<file path="config.mk">
export PLATFORM = sky130hd
export DESIGN_NAME = alu_result_monitor
export DESIGN_NICKNAME = d
export VERILOG_FILES = /design/src/rtl/alu_mon_pkg.sv /design/src/rtl/alu_result_monitor_mm_fifo.sv /design/src/rtl/alu_result_monitor.sv
export SDC_FILE = /design/constraint.sdc
export NUM_CORES = 1
export LEC_CHECK = 0
export CORE_MARGIN = 3
export CORE_UTILIZATION = 40
export CTS_CLUSTER_DIAMETER = 150
export DETAILED_ROUTE_END_ITERATION = 6
export HOLD_SLACK_MARGIN = 0.02
export SETUP_SLACK_MARGIN = 0.3
export SLEW_MARGIN = 20
export SYNTH_ARGS = -nofsm -noshare
export SYNTH_HDL_FRONTEND = slang
export SYNTH_SLANG_ARGS = --single-unit
</file>
<file path="constraint.sdc">
create_clock -name clock -period 3.85 [get_ports clock]
set_input_delay 0.5775 -clock clock [delete_from_list [all_inputs] [get_ports clock]]
set_output_delay 0.5775 -clock clock [all_outputs]
set_load 0.01 [all_outputs]
</file>
<file path="src/rtl/alu_mon_pkg.sv">
// Shared opcodes, monitor state encoding and the ALU golden model.
package alu_mon_pkg;

  localparam logic [3:0] OP_ADD  = 4'd2;
  localparam logic [3:0] OP_OR   = 4'd4;
  localparam logic [3:0] OP_NOR  = 4'd5;
  localparam logic [3:0] OP_AND  = 4'd6;
  localparam logic [3:0] OP_CBZ  = 4'd7;
  localparam logic [3:0] OP_XOR  = 4'd9;
  localparam logic [3:0] OP_SUB  = 4'd10;
  localparam logic [3:0] OP_NAND = 4'd12;
  localparam logic [3:0] OP_MOV  = 4'd13;

  localparam int MM_W = 68;

  typedef enum logic [1:0] {
    ST_IDLE = 2'd0,
    ST_RUN  = 2'd1,
    ST_HALT = 2'd2
  } monState_e;

  typedef struct packed {
    logic        legal;
    logic [31:0] res;
    logic        carry;
  } golden_t;

  function automatic golden_t goldenModel(
    input logic [3:0]  code,
    input logic [31:0] a,
    input logic [31:0] b
  );
    golden_t g;
    logic [32:0] sum;
    g = '0;
    g.legal = 1'b1;
    sum = {1'b0, a} + {1'b0, b};
    case (code)
      OP_ADD: begin
        g.res = sum[31:0];
        g.carry = sum[32];
      end
      OP_SUB: begin
        g.res = a - b;
        g.carry = (a >= b);
      end
      OP_AND:  g.res = a & b;
      OP_OR:   g.res = a | b;
      OP_XOR:  g.res = a ^ b;
      OP_NOR:  g.res = ~(a | b);
      OP_NAND: g.res = ~(a & b);
      OP_CBZ:  g.res = b;
      OP_MOV:  g.res = b;
      default: g.legal = 1'b0;
    endcase
    return g;
  endfunction

endpackage

</file>
<file path="src/rtl/alu_result_monitor_mm_fifo.sv">
// Mismatch record FIFO; a push into a full FIFO succeeds only with a pop.
module mm_fifo
  import alu_mon_pkg::*;
#(
  parameter int W     = MM_W,
  parameter int DEPTH = 4
) (
  input  logic         clock,
  input  logic         reset_n,
  input  logic         clear,
  input  logic         push,
  input  logic [W-1:0] pushData,
  output logic         popValid,
  input  logic         popReady,
  output logic [W-1:0] popData,
  output logic         full,
  output logic         overflow
);

  localparam int AW = (DEPTH > 1) ? $clog2(DEPTH) : 1;
  typedef logic [AW-1:0] ptr_t;
  typedef logic [AW:0]   cnt_t;

  logic [W-1:0] mem [DEPTH];
  ptr_t wrPtr;
  ptr_t rdPtr;
  cnt_t count;
  logic doPop;
  logic doPush;

  assign full     = (count == cnt_t'(DEPTH));
  assign popValid = (count != '0);
  assign popData  = mem[rdPtr];
  assign doPop    = popValid && popReady;
  assign doPush   = push && (!full || doPop);

  always_ff @(posedge clock) begin
    if (doPush && !clear) mem[wrPtr] <= pushData;
  end

  always_ff @(posedge clock or negedge reset_n) begin
    if (!reset_n) begin
      wrPtr    <= '0;
      rdPtr    <= '0;
      count    <= '0;
      overflow <= 1'b0;
    end else if (clear) begin
      wrPtr    <= '0;
      rdPtr    <= '0;
      count    <= '0;
      overflow <= 1'b0;
    end else begin
      if (doPush) wrPtr <= wrPtr + ptr_t'(1);
      if (doPop) rdPtr <= rdPtr + ptr_t'(1);
      count <= count + cnt_t'(doPush) - cnt_t'(doPop);
      if (push && !doPush) overflow <= 1'b1;
    end
  end

endmodule

</file>
<file path="src/rtl/alu_result_monitor.sv">
// ALU checker: golden model, latency alignment, counters, mismatch FIFO.
// Define CARRY_CHECK_EN to also compare the carry flag.
module alu_result_monitor
  import alu_mon_pkg::*;
#(
  parameter int LATENCY    = 1,
  parameter int ERR_LIMIT  = 8,
  parameter int FIFO_DEPTH = 4,
  parameter int CNT_W      = 16
) (
  input  logic             clock,
  input  logic             reset_n,
  input  logic             start,
  input  logic             stop,
  input  logic             in_valid,
  input  logic [31:0]      read_data1,
  input  logic [31:0]      read_data2,
  input  logic [3:0]       alu_control_code,
  input  logic [31:0]      result,
  input  logic             zero_flag,
  input  logic             carry_bit,
  output logic [1:0]       state,
  output logic [CNT_W-1:0] pass_count,
  output logic [CNT_W-1:0] fail_count,
  output logic [CNT_W-1:0] illegal_count,
  output logic             mm_valid,
  input  logic             mm_ready,
  output logic [MM_W-1:0]  mm_data,
  output logic             mm_overflow
);

  localparam int HD = LATENCY - 1;
  localparam logic [CNT_W-1:0] CMAX = '1;

  monState_e curState;
  golden_t   gold;

  logic        pipeValid [LATENCY];
  logic [3:0]  pipeCode  [LATENCY];
  logic [31:0] pipeExp   [LATENCY];
  logic        pipeZero  [LATENCY];
`ifdef CARRY_CHECK_EN
  logic        pipeCarry [LATENCY];
`else
  logic        unusedCarry;
  assign unusedCarry = carry_bit ^ gold.carry;
`endif

  logic active;
  logic checkNow;
  logic mismatch;
  logic pushRec;
  logic hitLimit;
  logic clearAll;
  logic fifoFull;

  assign gold = goldenModel(alu_control_code, read_data1, read_data2);
  assign state = curState;

  // Compares only happen on plain RUN cycles; start/stop discard in-flight ops.
  assign active   = (curState == ST_RUN) && !start && !stop;
  assign checkNow = active && pipeValid[HD];
`ifdef CARRY_CHECK_EN
  assign mismatch = (result != pipeExp[HD]) || (zero_flag != pipeZero[HD])
                 || (carry_bit != pipeCarry[HD]);
`else
  assign mismatch = (result != pipeExp[HD]) || (zero_flag != pipeZero[HD]);
`endif
  assign pushRec  = checkNow && mismatch;
  assign hitLimit = (ERR_LIMIT != 0) && pushRec
                 && (fail_count == CNT_W'(ERR_LIMIT - 1));
  assign clearAll = start && !stop;

  always_ff @(posedge clock or negedge reset_n) begin
    if (!reset_n) begin
      for (int i = 0; i < LATENCY; i++) begin
        pipeValid[i] <= 1'b0;
        pipeCode[i]  <= '0;
        pipeExp[i]   <= '0;
        pipeZero[i]  <= 1'b0;
`ifdef CARRY_CHECK_EN
        pipeCarry[i] <= 1'b0;
`endif
      end
    end else begin
      pipeValid[0] <= active && in_valid && gold.legal;
      pipeCode[0]  <= alu_control_code;
      pipeExp[0]   <= gold.res;
      pipeZero[0]  <= (gold.res == '0);
`ifdef CARRY_CHECK_EN
      pipeCarry[0] <= gold.carry;
`endif
      for (int i = 1; i < LATENCY; i++) begin
        pipeValid[i] <= active && pipeValid[i-1];
        pipeCode[i]  <= pipeCode[i-1];
        pipeExp[i]   <= pipeExp[i-1];
        pipeZero[i]  <= pipeZero[i-1];
`ifdef CARRY_CHECK_EN
        pipeCarry[i] <= pipeCarry[i-1];
`endif
      end
    end
  end

  always_ff @(posedge clock or negedge reset_n) begin
    if (!reset_n) begin
      curState      <= ST_IDLE;
      pass_count    <= '0;
      fail_count    <= '0;
      illegal_count <= '0;
    end else if (stop) begin
      curState <= ST_IDLE;
    end else if (start) begin
      curState      <= ST_RUN;
      pass_count    <= '0;
      fail_count    <= '0;
      illegal_count <= '0;
    end else if (curState == ST_RUN) begin
      if (in_valid && !gold.legal && illegal_count != CMAX)
        illegal_count <= illegal_count + 1'b1;
      if (checkNow) begin
        if (mismatch) begin
          if (fail_count != CMAX) fail_count <= fail_count + 1'b1;
          if (hitLimit) curState <= ST_HALT;
        end else if (pass_count != CMAX) begin
          pass_count <= pass_count + 1'b1;
        end
      end
    end
  end

  mm_fifo #(
    .W     (MM_W),
    .DEPTH (FIFO_DEPTH)
  ) uFifo (
    .clock    (clock),
    .reset_n  (reset_n),
    .clear    (clearAll),
    .push     (pushRec),
    .pushData ({pipeCode[HD], pipeExp[HD], result}),
    .popValid (mm_valid),
    .popReady (mm_ready),
    .popData  (mm_data),
    .full     (fifoFull),
    .overflow (mm_overflow)
  );

  logic unusedFull;
  assign unusedFull = fifoFull;

endmodule
</file>
Yosys cells after proc, flatten, opt, wreduce, memory -nomap -nowiden
Memories as Yosys holds them, arrays and structs flattened.
Index checks and enable logic that the tools add are counted.
{ "classes": {"n_reduce_logical": 43, "n_eq_ne": 18, "n_bitwise": 6, "n_shift": 0, "mul": 0, "add_sub_neg": 9, "div": 0, "n_mux": 30, "magnitude_cmp": 0} }
{ "ops": {"columns": ["op", "count"], "rows": [
  ["$pmux W32 S8", 1],
  ["$mux W16", 13],
  ["$not A32 Y32", 2],
  ["$add A16 B1 Y16 const B", 3],
  ["$ne A16 B16 Y1 const B", 3],
  ["$add A32 B32 Y32", 1],
  ["$and A32 B32 Y32", 1],
  ["$logic_not A32 Y1", 1],
  ["$ne A32 B32 Y1", 1],
  ["$or A32 B32 Y32", 1],
  ["$sub A32 B32 Y32", 1],
  ["$xor A32 B32 Y32", 1],
  ["$mux W2", 10],
  ["$reduce_bool A2 Y1", 9],
  ["$eq A16 B3 Y1 const B", 1],
  ["$eq A4 B3 Y1 const B", 4],
  ["$eq A4 B4 Y1 const B", 4],
  ["$reduce_bool A3 Y1", 5],
  ["$logic_and A1 B1 Y1", 14],
  ["$reduce_and A5 Y1", 2],
  ["$reduce_or A9 Y1", 1],
  ["$logic_not A1 Y1", 6],
  ["$mux W1", 5],
  ["$add A2 B1 Y2 const B", 2],
  ["13 further kinds", 14]
]} }
{ "word_totals": {"memories": 1, "word_cells": 119, "romBits": 0, "ram_bits": 272, "latch_bits": 0, "reg_bits": 96, "inputBits": 108} }
{ "memory_table": {"columns": ["name", "words", "word_bits", "rd", "rd_ports_with_merged_regs", "wr", "line", "rtl"], "rows": [
  ["uFifo.mem", 4, 68, 1, 0, 1, "alu_result_monitor_mm_fifo.sv:24", "logic [W-1:0] mem [DEPTH];"]
]} }

Longest topological paths before layout
Gate-level depths: netlist of run 1.
{ "depth": {"word_depth": 12, "depth_mapped": 21, "ltp_nobuf": 19} }

By module
From an unflattened synthesis of run 1, not the netlist that was laid out.
{ "unflattened": {"cells_unflattened": 1593, "hier_area_um2": 19727.7} }
{ "by_module_without_submodules": {"columns": ["mod", "seq_area_each_um2", "cells_per_inst", "area_each_um2", "n_inst"], "rows": [
  ["mm_fifo", 8368.0, 404, 10344.9, 1],
  ["alu_result_monitor", 2202.1, 1189, 9382.7, 1]
]} }

Least setup slack after synthesis of run 1
Ideal clock, no wire load.
{ "synth_timing": {"kind": "input-to-reg", "from": "input port alu_control_code[1]", "to": "register pipeZero", "t_arrival_ns": 4.623, "path_slack_ns": -0.868, "cell_stages": 20, "required_ns": 3.755, "setup_time_ns": 0.095, "path_buffers": 6, "cell_sequence": "buf_2 > buf_2 > buf_2 > clkbuf_1 > and3b_1 > clkbuf_1 > clkbuf_1 > nor2_1 > xnor2_1 > ha_1 > and3_4 > a221oi_2 > and4bb_4 > o21ai_0 > or3b_1 > nor4_1 > nand4b_1 > nor4_2 > nand4_1 > nor4b_2"} }
{ "synth_rtl": {"columns": ["item", "line", "rtl"], "rows": [
  ["start: declaration", "alu_result_monitor.sv:18", "input logic [3:0] alu_control_code,"],
  ["end signal: indexed assignment", "alu_result_monitor.sv:97", "pipeZero[i] <= pipeZero[i-1];"],
  ["end: declaration", "alu_result_monitor.sv:41", "logic pipeZero [LATENCY];"]
]} }

==> flow_summary.ini, run 1 <==
[min_path]
min_path_type = in2async

[route]
drc = 0
drtPass1Iterations = 5
wire_per_inst_um = 20.4
dr_total_vias = 14385
drt_iter0_drc = 979
drt-total-wl_mm = 54.7
routed_via_density = 5.37
antenna_left = 0

[floorplan]
die_y_um = 227
coreArea_um2 = 47900
rows = 80
ios = 228
die-area_um2 = 51500
start_util_pct = 40.7
die_w_um = 227

[synthesis]
synthArstFlopShare_pct = 26.1
synthFlopType = edfxtp_1
synth_top_area_share_pct = 41.8
synth_cell_types = 89
syn-num-nets = 1758
yosys_warnings = 0
synth_edf_count = 272
syn_avg_cell_area_um2 = 12.7
synthesis.area_um2 = 19500
yosysSeqAreaShare_pct = 54.1
yosys-top-cells-area = edfxtp_1, dfrtp_1, mux4_2, ha_1, xnor2_1
synth.largest_area_cell = edfxtp_1
synth_cells = 1543
yosys_register_bits = 368

[timing]
slew_headroom_pct = 47.7
layout_min_cycle_time_ns = 3.93
setup_viol = 1
hold_ws_ns = 0.131
final_hold_viol_count = 0
period_share_pct = 102
worst_slack_ns = -0.0752
rsz0062_at_grt = true
final.setup_skew_ns = 0.0138
finalMaxSlewViolations = 0
fmax_mhz = 255
tightest_slew_ns = 0.785

[pwr]
power.density_nw_per_um2 = 442
pwr-share-clk_pct = 31.3
combPwrFrac_pct = 28.9
p_sw_share_pct = 27.7
finalPower_w = 0.0117
p_seq_share_pct = 39.8
ir_worst_vdd_mv = 0.272
switchingPower_w = 0.00324
p_leak_nw = 10.4
internal-power_w = 0.00846

[cells_and_area]
final_cells = 2678
drive_gt1_share_pct = 27.1
diodes = 0
final_cell_mix = edfxtp_1, buf_4, clkdlybuf4s50_1, nor2_1, ha_1
register_area_um2 = 10600
final_common_cell = edfxtp_1
fillers = 4024
multi_input_area_um2 = 8810
nets = 2249
synthToLayoutAreaGrowth_pct = 35.8

[clocking]
cts_tree = built
clock_sinks = 368
clk_latency_ns = 0.52
path_clk_slew_ns = 0.06
htreeDepth = 2
clock-root-buffer = clkbuf_16
clockBufferDepth = 3
cts_buffers = 38

[grt]
grt_pass1_vias = 14335
grt_first_pass_wirelength_mm = 84.4
track_usage_pct = 21.2
antenna_found_initial = 1
grt_max_degree = 62
overflow = 0

[job]
maxCapViolCount = 0

[setup_path]
crit_required_ns = 4.28
timing.rr.start = pipeExp[21]$_DFF_PN0_
r2r_end = uFifo.count[2]$_DFF_PN0_
crit_end = pipeZero$_DFF_PN0_
end_kind = register
critPathLaunchType = input port
cp_max_fo = 3
path_cells = buf_8 -> nor4_4 -> buf_4 -> buf_6 -> nand2_4 -> nor3_4 -> buf_4 -> buf_6 -> buf_4 -> a21oi_1 -> xnor2_1 -> ha_1 -> buf_6 -> o21ai_1 -> a32oi_1 -> o21ai_2 -> o31a_1 -> o32a_1 -> a31o_2 -> nand4bb_1 -> nor4_2 -> nand4_1 -> nor4b_2
reg2reg_depth = 15
cp-startpoint = read_data2[8]
crit_arrival_ns = 4.35
critical_path_class = in2reg
slowest_delay_ns = 0.39
r2r_setup_slack_ns = 0.63
critPathSlowestCell = ha_1

[status]
status = complete, but fails checks
violations = setup timing

[placement]
dp_hpwl_mm = 41.0
port_buffers = 226
gp_congestion = 0.896
dp_cells = 2579
area by class of cell:
| type | count | share of cell area (%) |
|---|---|---|
| Multi-Input combinational cell | 1014 | 33.2 |
| Sequential cell | 368 | 39.9 |
| Tap cell | 615 | 2.90 |
| Clock inverter | 18 | 0.661 |
| Inverter | 86 | 1.22 |
| Clock buffer | 51 | 4.09 |
| Timing Repair Buffer | 526 | 18.0 |
power by group through the flow:
stage | clock network (W) | registers [W] | logic (W)
floorplan | 0 | 0.00455 | 0.00179
global placement | 0 | 0.00475 | 0.00327
detailed placement | 0 | 0.00475 | 0.00329
CTS | 0.00375 | 0.00467 | 0.00336
global route | 0.00392 | 0.00470 | 0.00364
finish | 0.00367 | 0.00466 | 0.00338
state kept, by name, indices dropped and copies added (netlist names), 2 cells and up:
name           cells
uFifo.mem        272
uFifo.wrPtr        2
uFifo.count        3
illegal_count     16
uFifo.rdPtr        2
fail_count        16
state              2
pipeCode           4
pass_count        16
pipeExp           32
kinds of logic (layout without fill, tap and decap cells):
kind of cell | after synthesis | count (layout) | share of synthesized area, %
buf+inv | 161 | 681 | 3.39
simple gates | 389 | 389 | 9.96
compound gates | 282 | 282 | 9.95
flops | 368 | 368 | 54.1
xor+xnor | 142 | 142 | 6.37
mux | 94 | 94 | 9.25
fa+ha+maj | 107 | 107 | 6.94
routing by layer:
metal  share of wire [%]  track usage, %
met1                  46            31.0
met4                 1.8            4.54
met3                 4.8            2.55
met2                  47            34.4
met5               0.024               0
what timing repair did:
item | CTS | global route
hold buffers | 0 | 0
endpoints found under the setup margin | 16 | 164
pin swaps | 61 | 28
hold endpoints to repair | 0 | 0
setup buffers | 23 | 7
resized for setup | 99 | 58
cells in the mapped netlist (all sizes together), types with 33 or more instances:
| cell type | n |
|---|---|
| buf | 33 |
| o21ai | 65 |
| xor2 | 57 |
| nor2 | 108 |
| dfrtp | 96 |
| nand2 | 106 |
| clkbuf | 42 |
| xnor2 | 85 |
| a21oi | 68 |
| mux4 | 68 |
| edfxtp | 272 |
| ha | 105 |
| inv | 86 |
stage by stage:
step                utilization (%)  area [um^2]  setup slack [ns]  setup TNS [ns]
global route                   55.3        26500            -0.391          -0.440
finish                         55.3        26500           -0.0752         -0.0752
detailed placement             51.3        24600             -1.00          -43.62
CTS                            54.7        26200           -0.0886         -0.0886
global placement               51.3        24600            -0.984          -25.10
floorplan                         -        19700            -0.400          -0.400
critical path, delay by kind of cell:
| kind | cells | cell delay [ns] |
|---|---|---|
| xor gates and xnor gates | 1 | 0.13 |
| and+or+nand+nor | 7 | 1.23 |
| AOI/OAI and AO/OA | 7 | 1.19 |
| buffers and inverters | 7 | 0.83 |
| adders and majority gates | 1 | 0.39 |
worst min-delay path by stage:
stage / slack [ns] / cells past startpoint / to / start
after floorplan: 0.28 / 0 / fail_count[0]$_DFFE_PN0P_ / reset_n
after global placement: 0.47 / 0 / uFifo.mem[2][65]$_DFFE_PP_ / pipeCode[1]$_DFF_PN0_
after detailed placement: 0.48 / 0 / uFifo.mem[2][64]$_DFFE_PP_ / pipeCode[0]$_DFF_PN0_
after CTS: 0.16 / 1 / fail_count[10]$_DFFE_PN0P_ / reset_n
after global routing: 0.18 / 1 / pass_count[10]$_DFFE_PN0P_ / reset_n
final: 0.13 / 1 / pass_count[10]$_DFFE_PN0P_ / reset_n
Power figures use the tool's default switching activity.
==> run 2: changes to the inputs <==
--- a/config.mk
+++ b/config.mk
@@ -8,8 +8,10 @@
 export CORE_MARGIN = 3
 export CORE_UTILIZATION = 40
 export CTS_CLUSTER_DIAMETER = 150
+export CTS_CLUSTER_SIZE = 14
 export DETAILED_ROUTE_END_ITERATION = 6
 export HOLD_SLACK_MARGIN = 0.02
+export PLACE_DENSITY_LB_ADDON = 0.15
 export SETUP_SLACK_MARGIN = 0.3
 export SLEW_MARGIN = 20
 export SYNTH_ARGS = -nofsm -noshare
==> run 2 against run 1 <==
Effect of this change: routed wire length grew 1.9%; via count shrank 0.59%; worst hold slack lost 0.025 ns; final cell count shrank 0.34%; the run still ends with setup timing left; worst setup slack gained 0.0017 ns; register-to-register slack gained 0.07 ns; combinational power grew 3%; clock-buffer cell count grew 2.
==> flow_summary.ini, run 2 (same netlist as run 1, synthesis figures left out) <==
[status]
status = complete, but fails checks
violations = setup timing

[floorplan]
start_util_pct = 40.7
die_y_um = 227
die-area_um2 = 51500
coreArea_um2 = 47900
ios = 228
rows = 80
die_w_um = 227

[setup_path]
critPathSlowestCell = ha_2
r2r_setup_slack_ns = 0.70
cp_max_fo = 6
crit_arrival_ns = 4.38
critical_path_class = in2reg
timing.rr.start = pipeExp[21]$_DFF_PN0_
r2r_end = pass_count[8]$_DFFE_PN0P_
end_kind = register
crit_end = pipeZero$_DFF_PN0_
reg2reg_depth = 11
critPathLaunchType = input port
crit_required_ns = 4.31
slowest_delay_ns = 0.41
path_cells = buf_6 -> nor4_4 -> nand4_1 -> nor2_2 -> nand2_2 -> o41ai_4 -> xnor2_1 -> ha_2 -> nand2_2 -> a32oi_2 -> o21ai_2 -> o31a_1 -> o32a_1 -> a31o_2 -> nand4bb_1 -> nor4_2 -> nand4_1 -> nor4b_2
cp-startpoint = read_data2[8]

[clocking]
clockBufferDepth = 3
htreeDepth = 1
clock-root-buffer = clkbuf_16
path_clk_slew_ns = 0.07
clk_latency_ns = 0.57
clock_sinks = 368
cts_tree = built
cts_buffers = 30

[timing]
period_share_pct = 102
tightest_slew_ns = 0.874
setup_viol = 1
fmax_mhz = 255
finalMaxSlewViolations = 0
final.setup_skew_ns = 0.0284
worst_slack_ns = -0.0735
fin_setup_tns_ns = -0.0735
rsz0062_at_grt = true
layout_min_cycle_time_ns = 3.92
final_hold_viol_count = 0
slew_headroom_pct = 41.7

[pwr]
switchingPower_w = 0.00312
p_seq_share_pct = 42.2
power.density_nw_per_um2 = 421
combPwrFrac_pct = 31.6
ir_worst_vdd_mv = 0.290
p_sw_share_pct = 28.4
internal-power_w = 0.00786
finalPower_w = 0.0110
p_leak_nw = 10.1
pwr-share-clk_pct = 26.3

[cells_and_area]
largest_register_ffs = 272
drive_gt1_share_pct = 25.8
final_cell_mix = buf_4, edfxtp_1, clkdlybuf4s50_1, nor2_1, ha_1
design_area_um2 = 26100
final_common_cell = buf_4
biggestRegsByFlops = uFifo.mem (272), pipeExp (32)
top_register = uFifo.mem
nets = 2245
final_cells = 2669
synthToLayoutAreaGrowth_pct = 33.7

[route]
met3WireLength_mm = 2.80
antenna_left = 0
highest_layer = met4
dr_wl_met2_mm = 25.8
met1_length_mm = 26.4
drc = 0
drt-total-wl_mm = 55.8
wire_per_inst_um = 20.9
routed_via_density = 5.36
drt_iter0_drc = 904
drtPass1Iterations = 5
dr_total_vias = 14300

[placement]
port_buffers = 226
placed_area_um2 = 24600
preCtsSetupSlack_ns = -1.10
dp_cells = 2584
gp_congestion = 0.893
dp_hpwl_mm = 41.2

[grt]
grt_pass1_vias = 14415
grt_max_degree = 65
overflow = 0
grt_first_pass_wirelength_mm = 84.8
track_usage_pct = 21.3
antenna_found_initial = 0

[min_path]
min_path_type = in2async

[job]
maxCapViolCount = 0
[run 2: area by class of cell]
type	count	area (um^2)
Inverter	86	323
Multi-Input combinational cell	1014	8790
Fill cell	4128	21800
Sequential cell	368	10600
Timing Repair Buffer	530	4740
Tap cell	615	769
Clock buffer	53	858
Clock inverter	2	38.8
Antenna cell	1	2.50
[run 2: worst max-delay path: cells and delay by family]
kind                       cells  cell delay, ns
adders and majority gates      1            0.41
AOI/OAI and AO/OA              6            1.42
buffers and inverters          1            0.10
xor gates and xnor gates       1            0.13
and+or+nand+nor                9            1.74
[run 2: how the worst min path moves through the flow]
stage / slack, ns / to / start / cells after the start
global placement: 0.47 / uFifo.mem[2][64]$_DFFE_PP_ / pipeCode[0]$_DFF_PN0_ / 0
CTS: 0.15 / pass_count[10]$_DFFE_PN0P_ / reset_n / 1
finish: 0.11 / pass_count[13]$_DFFE_PN0P_ / reset_n / 1
global route: 0.16 / pass_count[9]$_DFFE_PN0P_ / reset_n / 1
detailed placement: 0.48 / uFifo.mem[3][64]$_DFFE_PP_ / pipeCode[0]$_DFF_PN0_ / 0
floorplan: 0.28 / fail_count[0]$_DFFE_PN0P_ / reset_n / 0
[run 2: power groups by stage]
stage | sequential [W] | combinational, W | clock (W)
6_report | 0.00463 | 0.00347 | 0.00288
5_1_grt | 0.00465 | 0.00373 | 0.00311
4_1_cts | 0.00466 | 0.00338 | 0.00296
3_5_place_dp | 0.00475 | 0.00331 | 0
3_3_place_gp | 0.00474 | 0.00330 | 0
2_1_floorplan | 0.00455 | 0.00179 | 0
[run 2: through the flow]
| stage | utilization (%) | hold WS, ns |
|---|---|---|
| 5_1_grt | 54.4 | 0.162 |
| 3_3_place_gp | 51.3 | 0.465 |
| 4_1_cts | 53.8 | 0.147 |
| 2_1_floorplan | - | 0.282 |
| 6_report | 54.4 | 0.106 |
| 3_5_place_dp | 51.3 | 0.482 |
[run 2: per-layer routing]
layer | GRT usage (%) | up-vias
li1 | - | 6792
met1 | 31.6 | 7083
met2 | 34.2 | 370
met3 | 2.59 | 55
met4 | 3.89 | 0
met5 | 0 | -
[run 2: what timing repair did]
action,CTS,global route
setup endpoints to repair,16,25
buffers inserted,20,9
hold buffers,0,0
resized for setup,90,52
pin swaps,53,39
